### config.mk
export PLATFORM = sky130hd
export DESIGN_NAME = orb_chan_packer
export DESIGN_NICKNAME = d
export VERILOG_FILES = /design/src/rtl/orb_chan_packer.sv
export SDC_FILE = /design/constraint.sdc
export NUM_CORES = 1
export LEC_CHECK = 0
export CAP_MARGIN = 20
export CORE_MARGIN = 2
export CORE_UTILIZATION = 57
export CTS_CLUSTER_SIZE = 28
export DETAILED_ROUTE_END_ITERATION = 6
export MAX_ROUTING_LAYER = met4
export PLACE_DENSITY = 0.95
export REMOVE_ABC_BUFFERS = 1
export SLEW_MARGIN = 20
export SYNTH_ARGS = -nofsm -noshare
export SYNTH_HDL_FRONTEND = slang
export SYNTH_SLANG_ARGS = --single-unit
### constraint.sdc
create_clock -name clk -period 8.04 [get_ports clk]
set_clock_uncertainty 0.05 [all_clocks]
set_input_delay 1.608 -clock clk [delete_from_list [all_inputs] [get_ports clk]]
set_output_delay 1.608 -clock clk [all_outputs]
set_load 0.01 [all_outputs]
### src/rtl/orb_chan_packer.sv
// Round-robin packer: pops bytes from CH channel FIFOs and writes 12-bit orbit words
// into each channel's slot region of the ping-pong bank that M16 is not reading.
module orb_chan_packer #(
    parameter int CH     = 5,
    parameter int SLOTS  = 32,
    parameter int AW     = 11,
    parameter int BASE0  = 0,
    parameter int STRIDE = 64
) (
    input  logic            clk,
    input  logic            rst,
    input  logic [CH-1:0]   chanEn,
    input  logic [CH-1:0]   empty,
    input  logic [CH*8-1:0] fData,
    output logic [CH-1:0]   rdreq,
    input  logic            SW,
    output logic            WE,
    output logic [AW-1:0]   wAddr,
    output logic [11:0]     orbWord,
    output logic            bank,
    output logic [CH-1:0]   ovf,
    output logic            busy
);

    localparam int GW = (CH > 1) ? $clog2(CH) : 1;
    localparam int CW = $clog2(SLOTS) + 1;

    typedef enum logic [1:0] {
        ST_IDLE,
        ST_WAIT,
        ST_WR
    } state_t;

    state_t          state_q, state_d;
    logic [GW-1:0]   ptr_q, ptr_d;
    logic [GW-1:0]   gch_q, gch_d;
    logic            wbank_q, wbank_d;
    logic            sw_q;
    logic            we_q, we_d;
    logic [AW-1:0]   waddr_q, waddr_d;
    logic [11:0]     word_q, word_d;
    logic            bank_q, bank_d;
    logic [CH-1:0]   ovf_q, ovf_d;
    logic [CH-1:0]   acc_q, acc_d;

    logic            frame_edge;
    logic [CH-1:0]   ready;
    logic            found;
    logic [GW-1:0]   pick;
    logic [CH-1:0]   rdreq_c;
    logic [CH-1:0]   cnt_inc;
    logic [CH-1:0]   ovf_hit;
    logic [CW-1:0]   cnt_all [CH];
    logic [7:0]      fbyte   [CH];
    logic [CW-1:0]   cur_cnt;
    logic [7:0]      cur_byte;
    logic            slot_free;

    assign frame_edge = (sw_q != SW);
    assign ready      = chanEn & ~empty;
    assign cur_cnt    = cnt_all[gch_q];
    assign cur_byte   = fbyte[gch_q];
    assign slot_free  = (cur_cnt < CW'(SLOTS));

    // Per-channel slot counters; a frame edge clears them and beats a same-cycle increment.
    for (genvar gi = 0; gi < CH; gi++) begin : g_chan
        logic [CW-1:0] cnt_q;

        always_ff @(posedge clk or negedge rst) begin
            if (!rst) begin
                cnt_q <= '0;
            end else if (frame_edge) begin
                cnt_q <= '0;
            end else if (cnt_inc[gi]) begin
                cnt_q <= cnt_q + CW'(1);
            end
        end

        assign cnt_all[gi] = cnt_q;
        assign fbyte[gi]   = fData[8*gi +: 8];
    end

    // Rotating priority search starting one past the last granted channel.
    always_comb begin
        logic [GW:0] sum;
        logic [GW-1:0] idx;
        found = 1'b0;
        pick  = ptr_q;
        sum   = '0;
        idx   = '0;
        for (int k = 1; k <= CH; k++) begin
            sum = {1'b0, ptr_q} + (GW+1)'(k);
            if (sum >= (GW+1)'(CH)) begin
                sum = sum - (GW+1)'(CH);
            end
            idx = sum[GW-1:0];
            if (!found && ready[idx]) begin
                found = 1'b1;
                pick  = idx;
            end
        end
    end

    always_comb begin
        state_d = state_q;
        ptr_d   = ptr_q;
        gch_d   = gch_q;
        wbank_d = wbank_q;
        we_d    = 1'b0;
        waddr_d = waddr_q;
        word_d  = word_q;
        bank_d  = bank_q;
        rdreq_c = '0;
        cnt_inc = '0;
        ovf_hit = '0;
        case (state_q)
            ST_IDLE: begin
                if (found) begin
                    rdreq_c[pick] = 1'b1;
                    gch_d         = pick;
                    wbank_d       = ~SW;
                    ptr_d         = pick;
                    state_d       = ST_WAIT;
                end
            end
            // FIFO data is valid here; the slot is claimed now so an edge in this cycle
            // still sees the pre-clear count and the write completes to the old frame.
            ST_WAIT: begin
                state_d = ST_WR;
                if (slot_free) begin
                    we_d           = 1'b1;
                    waddr_d        = AW'(BASE0) + AW'(int'(gch_q) * STRIDE) + AW'(cur_cnt);
                    word_d         = {1'b0, cur_byte, 3'b000};
                    bank_d         = wbank_q;
                    cnt_inc[gch_q] = 1'b1;
                end else begin
                    ovf_hit[gch_q] = 1'b1;
                end
            end
            ST_WR: begin
                state_d = ST_IDLE;
            end
            default: begin
                state_d = ST_IDLE;
            end
        endcase
    end

    // Overflow seen in the edge cycle belongs to the frame that just closed.
    always_comb begin
        if (frame_edge) begin
            ovf_d = acc_q | ovf_hit;
            acc_d = '0;
        end else begin
            ovf_d = ovf_q;
            acc_d = acc_q | ovf_hit;
        end
    end

    always_ff @(posedge clk or negedge rst) begin
        if (!rst) begin
            state_q <= ST_IDLE;
            ptr_q   <= GW'(CH - 1);
            gch_q   <= '0;
            wbank_q <= 1'b0;
            sw_q    <= 1'b0;
            we_q    <= 1'b0;
            waddr_q <= '0;
            word_q  <= '0;
            bank_q  <= 1'b0;
            ovf_q   <= '0;
            acc_q   <= '0;
        end else begin
            state_q <= state_d;
            ptr_q   <= ptr_d;
            gch_q   <= gch_d;
            wbank_q <= wbank_d;
            sw_q    <= SW;
            we_q    <= we_d;
            waddr_q <= waddr_d;
            word_q  <= word_d;
            bank_q  <= bank_d;
            ovf_q   <= ovf_d;
            acc_q   <= acc_d;
        end
    end

    // The pop strobe is combinational from the FIFO flags, so hold it low during reset.
    assign rdreq   = rst ? rdreq_c : '0;
    assign WE      = we_q;
    assign wAddr   = waddr_q;
    assign orbWord = word_q;
    assign bank    = bank_q;
    assign ovf     = ovf_q;
    assign busy    = (state_q != ST_IDLE);

endmodule

# After elaboration in Yosys (flattened, before gate mapping)

Cells that the tools add are included.
Widths: inputs -> output; s select.

Register bits: 71
Latch bits: 0
Bits in writable memories: 0
Memory bits (read-only): 0
Output and inout bits: 36
Memories: 0

Add/sub/neg operators: 16
$mul: 0
Div/mod/pow operators: 0
Order comparisons: 16
Equality and inequality tests: 3
Shifts and indexed selects: 0
Multiplexer cells: 57
Bitwise logic cells: 5
Reduce and logical (&&, ||, !) cells: 19

Operator list:

| cell                | number |
|---|---|
| $mux 6              | 12 |
| $mux 5              | 8 |
| $add 6x1->6 const B | 5 |
| $mux 3              | 10 |
| $lt 3x4->1 const B  | 7 |
| $bmux 8 s3          | 1 |
| $ge 4x3->1 const B  | 5 |
| $bmux 6 s3          | 1 |
| $mux 8              | 2 |
| $bmux 1 s3          | 5 |
| $sub 3x3->3 const B | 5 |
| $mux 1              | 14 |
| $reduce_bool 2->1   | 6 |
| $add 9x6->10        | 1 |
| $add 3x2->4 const B | 2 |
| $add 3x3->4 const B | 2 |
| $demux 1 s3         | 2 |
| $ge 3x1->1 const B  | 2 |
| $logic_and 1x1->1   | 6 |
| $lt 6x6->1 const B  | 1 |
| $and 5x5->5         | 1 |
| $not 5->5           | 1 |
| $or 5x5->5          | 1 |
| $add 3x1->4 const B | 1 |
| other kinds (11)    | 15 |

# Depth between registers and ports, before layout

Gate-level depths: netlist of the first run.

Depth after elaboration: 25
Mapped depth: 15
Mapped depth without buffers: 14

# Worst setup path before layout of the first run

Ideal clock, no wire load.

Path type: input to output
From: in empty[0]
To: out rdreq[2]
Arrival time: 3.669 ns
Data required time: 6.382 ns
Setup slack: 2.713 ns
Stages: 9
Path through: or3b_1 a32o_1 mux2_4 o21ai_4 a21oi_1 a221o_1 a211oi_2 or2_4 nor3b_2

Word-level cells in the longest chain between the ends: 24
Elaborated cells on any way between the ends: 38

Ends and longest elaborated chain:

| item                                                                  | RTL line | RTL |
|---|---|---|
| start: declaration                                                    | 13       | `input logic [CH-1:0] empty,` |
| $not 5->5 (*)                                                         | 60       | `assign ready = chanEn & ~empty;` |
| $and 5x5->5 (*)                                                       | 60       |  |
| $bmux 1 s3                                                            | 97       | `if (!found && ready[idx]) begin` |
| $mux 1 (implied by the code)                                          | 97       |  |
| $mux 1                                                                | 97       |  |
| $logic_not 1->1                                                       | 97       |  |
| $logic_and 1x1->1                                                     | 97       |  |
| $mux 1                                                                | 97       |  |
| (+8 left out)                                                         | n/a      |  |
| $mux 3                                                                | 97       |  |
| $lt 3x4->1 (implied by the code) / $ge 3x1->1 (equally long branches) | 119      | `rdreq_c[pick] = 1'b1;` |
| $logic_and 1x1->1 (implied by the code)                               | 119      |  |
| $mux 1 (implied by the code)                                          | 119      |  |
| $demux 1 s3                                                           | 119      |  |
| $mux 5 (*)                                                            | 118      | `if (found) begin` |
| $mux 5 (*)                                                            | 116      | `case (state_q)` |
| $mux 5 (*)                                                            | 189      | `assign rdreq = rst ? rdreq_c : '0;` |
| end: declaration                                                      | 15       | `output logic [CH-1:0] rdreq,` |

Every way passes the cells marked *; elsewhere a longest branch is shown, timed or not. The select of a mux whose other input is x is not followed.

# Worst setup path in the final report of the first run

From: reg ptr_q[1]
To: out rdreq[1]

Word-level cells in the longest chain between the ends: 25
Elaborated cells on any way between the ends: 56

Ends and longest elaborated chain:

| item                                                                  | RTL line | RTL |
|---|---|---|
| start: declaration                                                    | 35       | `logic [GW-1:0] ptr_q, ptr_d;` |
| start signal: assignment                                              | 163      | `ptr_q <= GW'(CH - 1);` |
| start signal: assignment                                              | 175      | `ptr_q <= ptr_d;` |
| $add 3x1->4                                                           | 92       | `sum = {1'b0, ptr_q} + (GW+1)'(k);` |
| $ge 4x3->1 / $sub 3x3->3 (equally long branches)                      | 93, 94   |  |
| $mux 3                                                                | 93       | `if (sum >= (GW+1)'(CH)) begin` |
| $bmux 1 s3                                                            | 97       |  |
| $mux 1 (implied by the code)                                          | 97       |  |
| $mux 1                                                                | 97       |  |
| $logic_not 1->1                                                       | 97       |  |
| $logic_and 1x1->1                                                     | 97       |  |
| (+9 left out)                                                         | n/a      |  |
| $mux 3                                                                | 97       |  |
| $lt 3x4->1 (implied by the code) / $ge 3x1->1 (equally long branches) | 119      |  |
| $logic_and 1x1->1 (implied by the code)                               | 119      |  |
| $mux 1 (implied by the code)                                          | 119      |  |
| $demux 1 s3                                                           | 119      |  |
| $mux 5 (*)                                                            | 118      |  |
| $mux 5 (*)                                                            | 116      |  |
| $mux 5 (*)                                                            | 189      |  |

Marks and branches as above.

==> results of run 1 <==
[synth_stat cells, types with 4 or more instances]
cell type  count  share of area, %
dfrtp_1       66                36
nand2_1       27               2.2
and3b_1        6               1.1
and3_1         9               1.2
mux2i_1        9               1.9
a21o_1         4              0.65
nand3_1        5              0.54
o21ai_1        5              0.54
nand2b_1       6              0.81
a21oi_1       27               2.9
inv_1          6              0.49
mux4_2        17               8.3
a41oi_1        4              0.76
ha_1          14               3.8
nor2b_1       25               3.4
buf_2          6              0.65
or3b_1         5              0.95
clkbuf_1      13               1.1
nand4_1        6              0.81
a31oi_1       19               2.6
xnor2_1        7               1.3
nor3_1         7              0.76
nor3b_1        5              0.81
mux2_2         5               1.2
buf_4         11               1.8
nor2_1        68               5.5
xor2_1        15               2.8
o21ai_0        6              0.65
[kinds of logic (layout without fill, tap and decap cells)]
group / after synthesis / in the layout / synth area share, %
simple gates: 194 / 194 / 23.36
compound gates: 92 / 92 / 14.24
flops: 67 / 67 / 36.30
buf+inv: 43 / 114 / 4.927
mux: 34 / 34 / 12.34
xor+xnor: 23 / 23 / 4.521
fa+ha+maj: 15 / 15 / 4.223
other cells: 1 / 6 / 0.08113
[state kept, by name, summed over array words and instances (netlist names)]
signal,cells
wbank_q,1
ovf,5
g_chan.cnt_q,30
gch_q,1
ptr_q,3
wAddr,9
WE,1
sw_q,1
acc_q,5
state_q,2
orbWord,8
bank,1
[through the flow]
| step | hold WS, ns | instances | total power, uW |
|---|---|---|---|
| floorplan | 0.3895 | 440 | 1542 |
| global placement | 0.4135 | 631 | 1913 |
| detailed placement | 0.4187 | 631 | 1968 |
| CTS | 0.4360 | 647 | 2296 |
| global route | 0.4580 | 647 | 2448 |
| finish | 0.4355 | 647 | 2309 |
[power by group through the flow]
stage          Sequential [uW]  Clock [uW]  Combinational, uW
6_report                   481         313               1510
5_1_grt                    490         330               1630
4_1_cts                    481         315               1500
3_5_place_dp               486           0               1480
3_3_place_gp               481           0               1430
2_1_floorplan              535           0               1010
[per-layer routing]
| metal | share of wire [%] | vias up | wire length, um |
|---|---|---|---|
| li1 | - | 1816 | - |
| met1 | 40 | 1922 | 4834 |
| met2 | 49 | 225 | 5913 |
| met3 | 9.0 | 26 | 1081 |
| met4 | 1.9 | 0 | 229 |
| met5 | 0 | - | 0 |
[path summary, 6_finish.rpt]
path | to | slack, ns | cells after the start | startpoint
max | rdreq[1] | 1.49 | 12 | ptr_q[1]$_DFFE_PN0P_
min | acc_q[0]$_DFF_PN0_ | 0.44 | 2 | acc_q[0]$_DFF_PN0_
max reg2reg | ptr_q[0]$_DFFE_PN0P_ | 3.92 | 11 | ptr_q[1]$_DFFE_PN0P_
min reg2reg | acc_q[0]$_DFF_PN0_ | 0.44 | 2 | acc_q[0]$_DFF_PN0_
max in group asynchronous | g_chan[3].cnt_q[4]$_DFFE_PN0P_ | 5.78 | 2 | rst
min in group asynchronous | ovf[1]$_DFFE_PN0N_ | 1.17 | 1 | rst
[worst max-delay path, cell delays in order (launching register included)]
cell,delay (ns)
dfrtp_1,0.82
inv_2,0.26
ha_1,0.83
nor2b_1,0.33
a32o_1,0.19
mux2_4,0.18
o21ai_4,0.07
or3b_2,0.53
nor3_1,0.26
a211oi_2,0.06
or2_4,0.26
nor3b_2,0.18
clkdlybuf4s50_1,0.56
[layout make-up]
| class | count | area [um2] |
|---|---|---|
| timing repair buffer | 89 | 868.3 |
| sequential | 67 | 1678 |
| tap | 102 | 127.6 |
| clock inverter | 4 | 75.07 |
| clock buffer | 12 | 145.1 |
| inverter | 9 | 36.28 |
| fill | 509 | 2135 |
| multi-input combinational | 364 | 2743 |
==> metrics, run 1 <==
Clock Power Share=13.5%; DIE HEIGHT=94.05 um; Critical Path AT=4.89 ns; Die ar.=8845 um2; Top FF cell, synth=dfrtp_1; Syn Area/Cell=9.855 um2; clk_lat worst skew=0.36 ns; CTS max path bufs=2; core area=7807 um2; met2 Usage GRT=48.75%; CP Capture Type=output port; Seq/Total Area, Yosys=36.30%; crit path max fanout=20; Max VDD drop=0.3560 mV; grt met1 use=35.19%; Final setup viols=0; num rows=32; Mapped Area=4622 um2; type of the worst setup path=flip-flop to output port; Hold Buf Count CTS=0; Final Net Count=608; ANT nets after route=0; Post-Synthesis Cells=469; first-pass GRT wire length=19150 um; clock sinks=67; vias in the first global route=3924; MaxCap Viol Count=0; clock buffer count from CTS=9; final hold vios=0; Synthesis Warnings=0; number of synthesized register bits=67; vias post-DR=3989; layout cells sized above 1=13.76%; CTS clock-pin slew for the worst setup and hold paths=0.07 ns; Slew HR=45.17%; GRT busiest layer=met2; Psw=1014 uW; max frequency=152.7 MHz; Slew Limit Fails=0; Avg Vias per Cell=6.165; initial antenna violation count=0; Internal=1294 uW; period utilization=81.43%; largest net degree at the start of global routing=49; Initial DRC Count=391; I/O Pins=89; total gr overflow=0; Yosys cell types=79; Initial DRT Pass Iterations=5; startpoint types=flip-flop; CTS tree=built; Placement Setup Slack=1.581 ns; Final GP Congestion=1.010; Core Util, Final=72.66%; Critical Path RT=6.38 ns; Tot GR Track Use=29.21%; Logic pwr share=65.6%; final worst slack=1.493 ns; # DRC=0; detail-routed net length per standard cell=18.64 um; Die Width=94.05 um; HPWL after DPL=8573 um; Layout area overhead=22.74%; Power Density=406.9 nW/um2; ant diodes=0; most frequent cells in the layout=clkdlybuf4s50_1 (81), nor2_1 (68), dfrtp_1 (66); Post-synth EDFFs=0; sequential share of power=20.9%; Post-CTS Setup Bufs=0; Switching Fraction=43.94%; Hold/Removal Path Class=flip-flop to flip-flop; Placed Area=5453 um2; Worst-Margin Slew=0.8110 ns; min cycle time layout=6.547 ns; met3 usage in global routing=6.982%; Starting Density=59.20%; number of port buffers=82; final WL=12060 um; RSZ-0062 raised after global routing=false; clock root buffer master=clkbuf_8; commonest non-fill, non-tap cell in the layout=clkdlybuf4s50_1; Fin Setup TNS=0 ns; Post-CTS Resized=0; Static Leak=0.002387 uW; ys async rst share=100.0%; design area=5673 um2; status=finished, final reports clean; htree depth=3
Power figures use the tool's default switching activity.
==> run 2, diff against run 1 <==
CORE_UTILIZATION = 48   (was 57)
PLACE_DENSITY = 0.87   (was 0.95)
clock period = 5.7 ns   (was 8.04 ns; I/O delays follow)
==> metrics, run 2 (synthesized netlist as in run 1, its figures left out) <==
ant diodes=0 (unchanged); DIE HEIGHT=102.1 um (+8.6%); I/O Pins=89 (unchanged); final WL=11850 um (-1.8%); detail-routed net length per standard cell=17.44 um (-6.4%); Final GP Congestion=0.9315 (-7.8%); clock sinks=67 (unchanged); Die ar.=10430 um2 (+18%); RSZ-0062 raised after global routing=false; Hold WS=0.4321 ns (-0.003421 ns); Hold Buf Count CTS=0 (unchanged); Fin Setup TNS=0 ns (unchanged); min cycle time layout=5.522 ns; Initial DRC Count=245 (-37%); vias post-DR=3894 (-2.4%); most frequent cells in the layout=clkdlybuf4s50_1 (81), nor2_1 (68), dfrtp_1 (65); period utilization=96.88%; MaxCap Viol Count=0 (unchanged); fill count=745 (+46%); dpl cells=662 (+4.9%); Worst-Margin Slew=0.8395 ns (+0.02853 ns); Placement Setup Slack=0.2094 ns (-1.371 ns); Critical Path AT=4.33 ns (-0.56 ns); max reg flops=30 (unchanged); Avg Vias per Cell=5.735 (-7.0%); layout cells sized above 1=15.82% (+2.1 points); total gr overflow=0 (unchanged); CP Capture Type=output port; clock buffer count from CTS=9 (unchanged); Die Width=102.1 um (+8.6%); initial antenna violation count=0 (unchanged); Starting Density=49.78% (-9.4 points); Hold/Removal Path Class=flip-flop to flip-flop; Layout area overhead=24.93%; max frequency=181.1 MHz; vias in the first global route=3966 (+1.1%); Slew Limit Fails=0 (unchanged); Power Density=566.7 nW/um2 (+39%); ANT nets after route=0 (unchanged); first-pass GRT wire length=19250 um (+0.51%); largest net degree at the start of global routing=68 (+39%); GRT busiest layer=met2; Critical Path RT=4.51 ns (-1.87 ns); Tot GR Track Use=24.31% (-4.9 points); CTS max path bufs=2 (unchanged); clock root buffer master=clkbuf_8; startpoint types=primary input; final worst slack=0.1776 ns (-1.315 ns); non-filler instance count after layout=679 (+4.9%); clk_lat worst skew=0.35 ns (about the same); core area=9284 um2 (+19%); final hold vios=0 (unchanged); htree depth=3 (unchanged); met3 usage in global routing=6.224% (-0.76 points); Max VDD drop=0.5733 mV (+61%); number of port buffers=82 (unchanged); Final setup viols=0 (unchanged); type of the worst setup path=primary input to output port; commonest non-fill, non-tap cell in the layout=clkdlybuf4s50_1; Static Leak=0.002415 uW (+1.2%); HPWL after DPL=8525 um (-0.56%); CTS tree=built; Final Net Count=613 (+0.82%); num rows=35 (+9.4%); CTS clock-pin slew for the worst setup and hold paths=0.07 ns (about the same); Initial DRT Pass Iterations=5 (unchanged); crit path max fanout=6 (-70%); Slew HR=44.03% (-1.1 points); Core Util, Final=62.20% (-10 points); # DRC=0 (unchanged); grt met1 use=31.15% (-4.0 points); met2 Usage GRT=38.41% (-10 points); status=finished, final reports clean; Top reg by flops=g_chan.cnt_q
run 2: layout make-up:
| cell class | instances | area (um2) | area share, % |
|---|---|---|---|
| sequential | 67 | 1679 | 29.08 |
| clock inverter | 7 | 101.3 | 1.755 |
| multi-input combinational | 364 | 2764 | 47.87 |
| inverter | 9 | 38.79 | 0.6717 |
| clock buffer | 9 | 123.9 | 2.145 |
| tap | 129 | 161.4 | 2.795 |
| timing repair buffer | 94 | 905.9 | 15.69 |
run 2: routing by layer:
metal  up-vias  part of all wire, %  wire (um)
li1       1829                    -          -
met1      1894                   44       5155
met2       156                   47       5602
met3        15                  7.8        923
met4         0                  1.4        163
met5         -                    0          0
run 2: power breakdown:
part	total (uW)	switching (uW)	leakage [uW]	internal (uW)
Combinational	2180	1170	0.00144	1020
Sequential	651	68.4	0.000869	583
Clock	438	189	0.000106	249
run 2: critical path, cell delays in order:
cell and delay (ns):
clkdlybuf4s50_1 0.46, nand2b_1 0.23, mux4_2 0.48, mux2_4 0.30, o21ai_4 0.19, a21oi_1 0.06
a221o_1 0.34, a211oi_2 0.25, or2_4 0.18, and3b_1 0.16, clkdlybuf4s50_1 0.54
run 2: per-stage QoR:
step                area (um2)  total power [uW]
floorplan                 4449              2175
global placement          5517              2768
detailed placement        5517              2793
CTS                       5743              3249
global route              5774              3515
finish                    5774              3272
run 2: path summary, 6_finish.rpt:
kind,from,endpoint,slack (ns),cells past startpoint
min in group asynchronous,rst,ptr_q[0]$_DFFE_PN0P_,0.99,2
min,state_q[1]$_DFFE_PN0P_,state_q[1]$_DFFE_PN0P_,0.43,1
max,empty[2],rdreq[3],0.18,11
max in group asynchronous,rst,ovf[2]$_DFFE_PN0N_,4.03,2
min reg2reg,state_q[1]$_DFFE_PN0P_,state_q[1]$_DFFE_PN0P_,0.43,1
max reg2reg,ptr_q[1]$_DFFE_PN0P_,ptr_q[0]$_DFFE_PN0P_,2.32,12
run 2: timing repair:
action | CTS | global route
buffers inserted | 0 | 1
gates resized for setup | 1 | 6
setup endpoints to repair | 3 | 4
endpoints found under the hold margin | 0 | 0
